--- src/rtl/corr_argmax.sv ---
// Atom selection for OMP: streams every dictionary column, correlates it with the residual
// and reports the column with the largest |<r, a_j>|. Optional macro CORR_MASK_EN adds col_mask.
module corr_argmax #(
    parameter int unsigned DATA_WIDTH     = 16,
    parameter int unsigned VEC_LEN        = 32,
    parameter int unsigned NUM_COLS       = 256,
    parameter int unsigned ROM_ADDR_WIDTH = 13,
    parameter int unsigned IDX_WIDTH      = 8,
    parameter int unsigned ACC_WIDTH      = 2 * DATA_WIDTH + $clog2(VEC_LEN)
) (
    input  logic                           clk,
    input  logic                           rst,
    input  logic                           start,
    output logic                           res_rd_en,
    input  logic [DATA_WIDTH*VEC_LEN-1:0]  res_vec,
    output logic                           rom_rd_en,
    output logic [ROM_ADDR_WIDTH-1:0]      rom_addr,
    input  logic [DATA_WIDTH-1:0]          rom_data,
`ifdef CORR_MASK_EN
    input  logic [NUM_COLS-1:0]            col_mask,
`endif
    output logic                           busy,
    output logic                           done,
    output logic [IDX_WIDTH-1:0]           best_idx,
    output logic [ACC_WIDTH-1:0]           best_corr
);

    localparam int unsigned ROW_W  = (VEC_LEN > 1) ? $clog2(VEC_LEN) : 1;
    localparam int unsigned PROD_W = 2 * DATA_WIDTH;
    localparam int unsigned MAG_W  = ACC_WIDTH + 1;
    localparam logic [ROW_W-1:0]     ROW_LAST = ROW_W'(VEC_LEN - 1);
    localparam logic [IDX_WIDTH-1:0] COL_LAST = IDX_WIDTH'(NUM_COLS - 1);

    typedef enum logic [2:0] {
        IDLE  = 3'd0,
        LOAD  = 3'd1,
        RUN   = 3'd2,
        DRAIN = 3'd3,
        DONE  = 3'd4
    } state_t;

    state_t                    state;
    state_t                    state_nx;
    logic                      res_rd_en_nx;
    logic                      rom_rd_en_nx;
    logic                      busy_nx;
    logic                      done_nx;
    logic [ROM_ADDR_WIDTH-1:0] addr_nx;
    logic [ROW_W-1:0]          row;
    logic [ROW_W-1:0]          row_nx;
    logic [IDX_WIDTH-1:0]      col;
    logic [IDX_WIDTH-1:0]      col_nx;

    // FSM state and all control outputs are registered from their next values
    always_ff @(posedge clk or posedge rst) begin
        if (rst) begin
            state     <= IDLE;
            res_rd_en <= 1'b0;
            rom_rd_en <= 1'b0;
            rom_addr  <= '0;
            busy      <= 1'b0;
            done      <= 1'b0;
            row       <= '0;
            col       <= '0;
        end else begin
            state     <= state_nx;
            res_rd_en <= res_rd_en_nx;
            rom_rd_en <= rom_rd_en_nx;
            rom_addr  <= addr_nx;
            busy      <= busy_nx;
            done      <= done_nx;
            row       <= row_nx;
            col       <= col_nx;
        end
    end

    always_comb begin
        state_nx     = state;
        res_rd_en_nx = 1'b0;
        rom_rd_en_nx = 1'b0;
        busy_nx      = 1'b1;
        done_nx      = 1'b0;
        addr_nx      = '0;
        row_nx       = row;
        col_nx       = col;
        case (state)
            IDLE: begin
                busy_nx = 1'b0;
                if (start) begin
                    state_nx     = LOAD;
                    res_rd_en_nx = 1'b1;
                    busy_nx      = 1'b1;
                end
            end
            LOAD: begin
                state_nx     = RUN;
                rom_rd_en_nx = 1'b1;
                row_nx       = '0;
                col_nx       = '0;
            end
            RUN: begin
                if (row == ROW_LAST && col == COL_LAST) begin
                    state_nx = DRAIN;
                    row_nx   = '0;
                    col_nx   = '0;
                end else begin
                    rom_rd_en_nx = 1'b1;
                    addr_nx      = rom_addr + ROM_ADDR_WIDTH'(1);
                    if (row == ROW_LAST) begin
                        row_nx = '0;
                        col_nx = col + IDX_WIDTH'(1);
                    end else begin
                        row_nx = row + ROW_W'(1);
                    end
                end
            end
            DRAIN: begin
                state_nx = DONE;
                done_nx  = 1'b1;
            end
            DONE: begin
                state_nx = IDLE;
                busy_nx  = 1'b0;
            end
            default: begin
                state_nx = IDLE;
                busy_nx  = 1'b0;
            end
        endcase
    end

    // MAC stage: one cycle behind address issue, tagged with the row/col that was read
    logic                        mac_vld;
    logic [ROW_W-1:0]            mac_row;
    logic [IDX_WIDTH-1:0]        mac_col;
    logic signed [ACC_WIDTH-1:0] acc;

    logic signed [DATA_WIDTH-1:0] res_elem [VEC_LEN];
    logic signed [DATA_WIDTH-1:0] elem_c;
    logic signed [DATA_WIDTH-1:0] rom_s;
    logic signed [PROD_W-1:0]     prod_c;
    logic signed [ACC_WIDTH-1:0]  prod_ext_c;
    logic signed [ACC_WIDTH-1:0]  final_c;
    logic signed [MAG_W-1:0]      ext_c;
    logic [MAG_W-1:0]             mag_c;
    logic                         last_row_c;
    logic                         masked_c;
    logic                         take_c;

    for (genvar i = 0; i < VEC_LEN; i++) begin : g_unpack
        assign res_elem[i] = res_vec[DATA_WIDTH*i +: DATA_WIDTH];
    end

    assign elem_c     = res_elem[mac_row];
    assign rom_s      = $signed(rom_data);
    assign prod_c     = PROD_W'(elem_c) * PROD_W'(rom_s);
    assign prod_ext_c = ACC_WIDTH'(prod_c);
    assign final_c    = acc + prod_ext_c;
    assign ext_c      = MAG_W'(final_c);

    // One extra bit keeps |most-negative| representable
    always_comb begin
        mag_c = ext_c;
        if (ext_c[MAG_W-1]) begin
            mag_c = -ext_c;
        end
    end

`ifdef CORR_MASK_EN
    assign masked_c = col_mask[mac_col];
`else
    assign masked_c = 1'b0;
`endif

    logic [IDX_WIDTH-1:0]        run_best_idx;
    logic signed [ACC_WIDTH-1:0] run_best_corr;
    logic [MAG_W-1:0]            run_best_mag;
    logic                        have_best;

    assign last_row_c = mac_vld && (mac_row == ROW_LAST);
    // Strictly greater only, so ties keep the lowest index
    assign take_c = last_row_c && !masked_c && (!have_best || (mag_c > run_best_mag));

    always_ff @(posedge clk or posedge rst) begin
        if (rst) begin
            mac_vld       <= 1'b0;
            mac_row       <= '0;
            mac_col       <= '0;
            acc           <= '0;
            run_best_idx  <= '0;
            run_best_corr <= '0;
            run_best_mag  <= '0;
            have_best     <= 1'b0;
            best_idx      <= '0;
            best_corr     <= '0;
        end else begin
            mac_vld <= rom_rd_en;
            mac_row <= row;
            mac_col <= col;
            if (state == LOAD) begin
                acc           <= '0;
                run_best_idx  <= '0;
                run_best_corr <= '0;
                run_best_mag  <= '0;
                have_best     <= 1'b0;
            end else begin
                if (mac_vld) begin
                    acc <= last_row_c ? '0 : final_c;
                end
                if (take_c) begin
                    run_best_idx  <= mac_col;
                    run_best_corr <= final_c;
                    run_best_mag  <= mag_c;
                    have_best     <= 1'b1;
                end
            end
            // The last column finalises in DRAIN, so publish with it folded in
            if (state == DRAIN) begin
                best_idx  <= take_c ? mac_col : run_best_idx;
                best_corr <= take_c ? final_c : run_best_corr;
            end
        end
    end

endmodule

--- config.mk ---
export PLATFORM = sky130hd
export DESIGN_NAME = corr_argmax
export DESIGN_NICKNAME = d
export VERILOG_FILES = /design/src/rtl/corr_argmax.sv
export SDC_FILE = /design/constraint.sdc
export NUM_CORES = 2
export LEC_CHECK = 0
export ABC_AREA = 1
export BUFFER_PORTS_ARGS = -buffer_cell sky130_fd_sc_hd__buf_2
export CORE_AREA = 2 2 232 234
export CTS_BUF_LIST = sky130_fd_sc_hd__clkbuf_16
export DETAILED_ROUTE_END_ITERATION = 8
export DIE_AREA = 0 0 234 236
export PLACE_DENSITY = 0.85
export SYNTH_ARGS = -nofsm -noshare
export SYNTH_HDL_FRONTEND = slang
export SYNTH_SLANG_ARGS = --single-unit
--- constraint.sdc ---
create_clock -name clk -period 14.1 [get_ports clk]
set_clock_uncertainty 0.1 [all_clocks]
set_input_delay 0.705 -clock clk [delete_from_list [all_inputs] [get_ports clk]]
set_output_delay 0.705 -clock clk [all_outputs]
set_load 0.01 [all_outputs]
Word-level counts from Yosys, hierarchy flattened
Index checks and enable logic that the tools add are counted.

storage, ports and cells
  register bits after elaboration = 213
  input port bits = 531
  output and inout port bits = 62
  logic and storage cells = 80

operators by class
  add/sub/neg operators = 5
  $mul = 1
  order comparisons = 2
  equal/unequal tests = 9
  mux-type cells = 32
  bitwise operators = 1
  reductions and logical operators = 12

operators with widths
  cell                                                             count
  37-bit 2-to-1 mux                                                5
  38-bit 2-to-1 mux                                                3
  16-bit binary-select mux with 5-bit select                       1
  38-bit > comparator                                              1
  37-bit negator with 38-bit output                                1
  37-bit by 32-bit adder with 37-bit output                        1
  16-bit by 16-bit multiplier with 32-bit output                   1
  16-bit 2-to-1 mux                                                2
  8-bit 2-to-1 mux                                                 4
  13-bit 2-to-1 mux                                                2
  8-bit case mux with 2 select lines                               1
  13-bit by 1-bit adder with 13-bit output, second input constant  1
  3-bit case mux with 4 select lines                               1
  5-bit == test, second input constant                             2
  5-bit 2-to-1 mux                                                 2
  5-bit case mux with 2 select lines                               1
  8-bit by 1-bit adder with 8-bit output, second input constant    1
  8-bit == test, second input constant                             1
  3-bit by 2-bit == test with 1-bit output, second input constant  2
  6-bit >= comparator, second input constant                       1
  1-bit 2-to-1 mux                                                 6
  3-bit 2-to-1 mux                                                 2
  5-bit NOT with 6-bit output                                      1
  2-bit nonzero test                                               3
  other kinds (11)                                                 16

Depth between registers and ports, before layout
  depth in word-level cells = 13
  gate-level depth with buffers = 62
  depth with buffers taken out = 57

Worst setup path after synthesis
No wires, ideal clock.

  path type = input-to-reg
  start point = in res_vec[431]
  end point = reg run_best_mag[0]
  setup time = 0.136 ns
  arrival = 8.863 ns
  data required time = 13.864 ns
  setup slack = 5.001 ns
  stages = 53
  path buffers = 4
  path through = nor2_1 -> nor2_1 -> o21ai_0 -> o211ai_1 -> nand3_1 -> nand2_1 -> nand2_1 -> nand2_2 -> clkbuf_1 -> nand2_1 -> fa_1 -> inv_1 -> fa_1 -> fa_1 -> inv_1 -> fa_1 -> inv_1 -> fa_1 -> [17 not listed] -> inv_1 -> ha_1 -> nand2_1 -> inv_1 -> nand3_1 -> nor3_1 -> nand2_1 -> nand2_1 -> nand2_1 -> nand3_1 -> nand2_1 -> nand2_1 -> nand2_2 -> nand2_1 -> clkinv_1 -> clkbuf_1 -> nand2_1 -> o21ai_0

between the ends
  cells in the longest elaborated chain, start to end = 11
  elaborated cells on any way between the ends = 13
  those cells by class = add/sub: 2; mul: 1; order compare: 1; mux: 6; reduce/logical: 3

RTL lines
  item                                                       line  source
  from (decl)                                                15    input logic [DATA_WIDTH*VEC_LEN-1:0] res_vec,
  16-bit binary-select mux with 5-bit select (*)             154   assign elem_c = res_elem[mac_row];
  16-bit 2-to-1 mux (implied by the code) (*) (2 in series)  154
  16-bit by 16-bit multiplier with 32-bit output (*)         156   assign prod_c = PROD_W'(elem_c) * PROD_W'(rom_s);
  37-bit by 32-bit adder with 37-bit output (*)              158   assign final_c = acc + prod_ext_c;
  37-bit negator with 38-bit output                          165   mag_c = -ext_c;
  38-bit 2-to-1 mux (*)                                      164   if (ext_c[MAG_W-1]) begin
  38-bit > comparator                                        182   assign take_c = last_row_c && !masked_c && (!have_best || (mag_c > run_best_mag));
  1-bit logical OR                                           182
  1-bit logical AND                                          182
  2-bit nonzero test (no source line)                        n/a
  to (signal assigned)                                       213   run_best_mag <= mag_c;
  to (decl)                                                  177   logic [MAG_W-1:0] run_best_mag;

Mark *: on every way between the ends. The rest lies on a longest branch, timed or not. The select of a mux whose other input is x is not followed.
A chain may end at the register's enable or synchronous reset.

Worst setup path after layout
  start point = reg mac_row[0]
  end point = reg best_corr[32]

between the ends
  cells in the longest elaborated chain, start to end = 12
  elaborated cells on any way between the ends = 14
  those cells by class = add/sub: 2; mul: 1; order compare: 1; eq/ne: 1; mux: 5; bitwise: 1; reduce/logical: 3

RTL lines
  item                                                   line  source
  from (decl)                                            134   logic [ROW_W-1:0] mac_row;
  from (signal assigned)                                 198   mac_row <= row;
  5-bit NOT with 6-bit output (implied by the code)      154
  16-bit binary-select mux with 5-bit select             154
  16-bit 2-to-1 mux (implied by the code) (2 in series)  154
  16-bit by 16-bit multiplier with 32-bit output         156
  37-bit by 32-bit adder with 37-bit output              158
  37-bit negator with 38-bit output                      165
  38-bit 2-to-1 mux                                      164
  38-bit > comparator                                    182
  1-bit logical OR                                       182
  1-bit logical AND                                      182
  37-bit 2-to-1 mux (*)                                  n/a
  to (signal assigned)                                   220   best_corr <= take_c ? final_c : run_best_corr;
  to (decl)                                              25    output logic [ACC_WIDTH-1:0] best_corr

Marks and branches as above.

==> flow_metrics.tcl <==
set metrics [dict create \
    gp_congestion 1.02 \
    r2r-start "mac_row[0]" \
    period_share_pct 93.3 \
    grt_max_degree 156 \
    worstMarginPinSlew_ps 1510 \
    ctsRootBufferMaster "clkbuf_16" \
    io_pins 593 \
    die_area_mm2 0.0552 \
    status "finished with violations" \
    cp-startpoint "mac_row[0]" \
    insertion_delay_ps 540 \
    yosysMostFrequentCell "inv_1" \
    maxSlewViolCount 2 \
    critPathLaunchType "flip-flop" \
    die_w_um 234 \
    fin_nets 5327 \
    area_growth_pct 15.1 \
    cts_tree "done" \
    finalHoldViolCount 0 \
    clk_pin_slew_ps 70 \
    htree_levels 1 \
    ant_nets 0 \
    synth.top_cells.by_count "inv_1, nand2_1, nor2_1" \
    cts_made_buffers 22 \
    max_freq_ghz 0.0760 \
    synth_warnings 0 \
    cts.sink_count 213 \
    grt_pass1_wl_mm 179 \
    routedWlPerCell_um 24.0 \
    setup_violations 0 \
    cpMostUsedCell "nand2_1" \
    seq_area_frac_synth_pct 19.2 \
    wl_mm 122 \
    cts_buffer_depth 3 \
    viasPerCell 5.82 \
    synth_cells 3861 \
    start_util_pct 52.4 \
    grt_pass1_vias 28100 \
    end_kind "flip-flop" \
    drtIter0Drc 3188 \
    netlist_area_mm2 0.0278 \
    synth.distinct_cells 52 \
    synth_flop_cell "dfrtp_1" \
    io_buffers 592 \
    setup_tns_ps 0 \
    synth-edff-count 0 \
    slowest_stage "o21ai_0" \
    ctsHoldBuffers 0 \
    crit_type "reg -> reg" \
    fp-row-count 85 \
    final.min_clock_period_ps 13160 \
    fin_ws_ps 943 \
    async_flop_share_pct 100 \
    drive_gt1_share_pct 17.4 \
    antenna_found_initial 39 \
    maxCapViolCount 2 \
    critPathMaxStageDelay_ps 1270 \
    maxSlewHeadroom_pct -1.94 \
    dr.pass1.iters 7 \
    die_y_um 236 \
    grt-ovfl-total 0 \
    syn_area_per_cell_um2 7.21 \
    drc 0 \
    whs_ps 271 \
    grt_usage_pct 44.7 \
    failed_checks "max-capacitance violations, max-slew violations" \
    worstPathMaxFanout 155 \
    cp.required_ps 14340 \
    vias 29500 \
    synth_fp_nets 4862 \
    dp_hpwl_mm 95.4 \
    rsz0062_at_grt "no" \
    hold_class "in -> async" \
    synth_top_area_share_pct 22.9 \
    dp_slack_ps 1790 \
    synth.largest_area_cell "fa_1" \
    ys_ff_latch 213 \
    coreArea_mm2 0.0531 \
    synth_area_leaders "fa_1, dfrtp_1, inv_1, nand2_1, nor2_1" \
    crit_arrival_ps 13400 \
]
==> logic make-up (layout without fill, tap and decap cells) <==
| logic type | Yosys count | in the layout | share of synthesized area [%] |
|---|---|---|---|
| DFF | 213 | 213 | 19.2 |
| and+or+nand+nor | 1569 | 1569 | 23.4 |
| adders and majority gates | 470 | 470 | 29.7 |
| other | 1 | 28 | 0.0135 |
| xor gates and xnor gates | 29 | 29 | 1.14 |
| AOI/OAI and AO/OA | 693 | 693 | 14.3 |
| buffers and inverters | 886 | 1367 | 12.2 |
==> layout by cell type (no fill, tap or decap), types with 4 or more instances in the layout <==
cell / count
buf_12: 5
buf_4: 21
nand3_1: 181
o21a_1: 4
o22ai_1: 43
nand3_2: 6
xnor2_1: 9
nor2_1: 605
ha_1: 152
inv_1: 680
nor2_2: 16
o21bai_1: 5
nor3_1: 27
buf_2: 592
nor3_2: 6
a31oi_1: 7
o221ai_1: 95
o21ai_0: 423
dfrtp_1: 210
clkbuf_16: 22
diode_2: 27
nand2_1: 643
nand2_2: 22
fa_1: 318
o21ai_1: 41
and2_1: 10
nor4_1: 4
nand4_1: 33
a21oi_1: 49
o211ai_1: 16
inv_2: 26
nor2_4: 4
xor2_1: 13
==> layer usage <==
metal,GRT usage [%],vias up,routed length (um)
met5,0.982,-,78
met4,36.7,12,12000
met3,15.8,405,13500
met2,64.2,1743,52300
met1,53.5,14200,43900
li1,-,13200,-
==> flip-flops by register name, summed over array words and instances, names as in the netlist <==
name / cells
state: 3
best_corr: 37
run_best_corr: 37
acc: 37
best_idx: 8
mac_vld: 1
done: 1
mac_col: 8
have_best: 1
row: 5
run_best_mag: 38
col: 8
rom_addr: 13
res_rd_en: 1
mac_row: 5
rom_rd_en: 1
run_best_idx: 8
busy: 1
==> final timing paths <==
path                       slack [ps]            end  cells past startpoint
setup / recovery                  940  best_corr[32]                     47
hold reg to reg                   280     mac_row[3]                      0
min in group clk                  280     mac_row[3]                      0
max in group asynchronous       11930     mac_row[2]                      3
hold / removal                    270    best_idx[2]                      2
setup reg to reg                  940  best_corr[32]                     47
==> worst max-delay path, delay by kind of cell, from the launching register on <==
| kind | cells | cell delay, ps |
|---|---|---|
| AND/OR/NAND/NOR | 23 | 4010 |
| adder cells (fa/ha/maj) | 8 | 3580 |
| AO/OA/AOI/OAI | 7 | 2940 |
| buffers and inverters | 9 | 1320 |
| flip-flops | 1 | 880 |
==> timing repair <==
| action | 4_1_cts | 5_1_grt |
|---|---|---|
| setup buffers | 0 | 0 |
| endpoints found under the setup margin | 0 | 25 |
| resized for setup | 0 | 2 |
==> stage by stage <==
step                area, um^2  util [%]  cells
finish                   32000      60.4   5065
global route             32000      60.3   5049
CTS                      31900      60.2   5037
detailed placement       31200      58.8   4997
global placement         31200      58.8   4997
floorplan                27800         -   3861
==> layout make-up <==
| type | count | area [um^2] |
|---|---|---|
| antenna | 27 | 67.6 |
| clock buffer | 22 | 551 |
| clock inverter | 18 | 193 |
| fill | 4957 | 21000 |
| inverter | 709 | 2680 |
| multi-input combinational | 2762 | 19100 |
| sequential | 213 | 5340 |
| tap | 696 | 871 |
| timing repair buffer | 618 | 3220 |
Power is left out: the tool's default activity adds up to more than one toggle a clock period on the data nets, which glitch-free logic cannot reach.
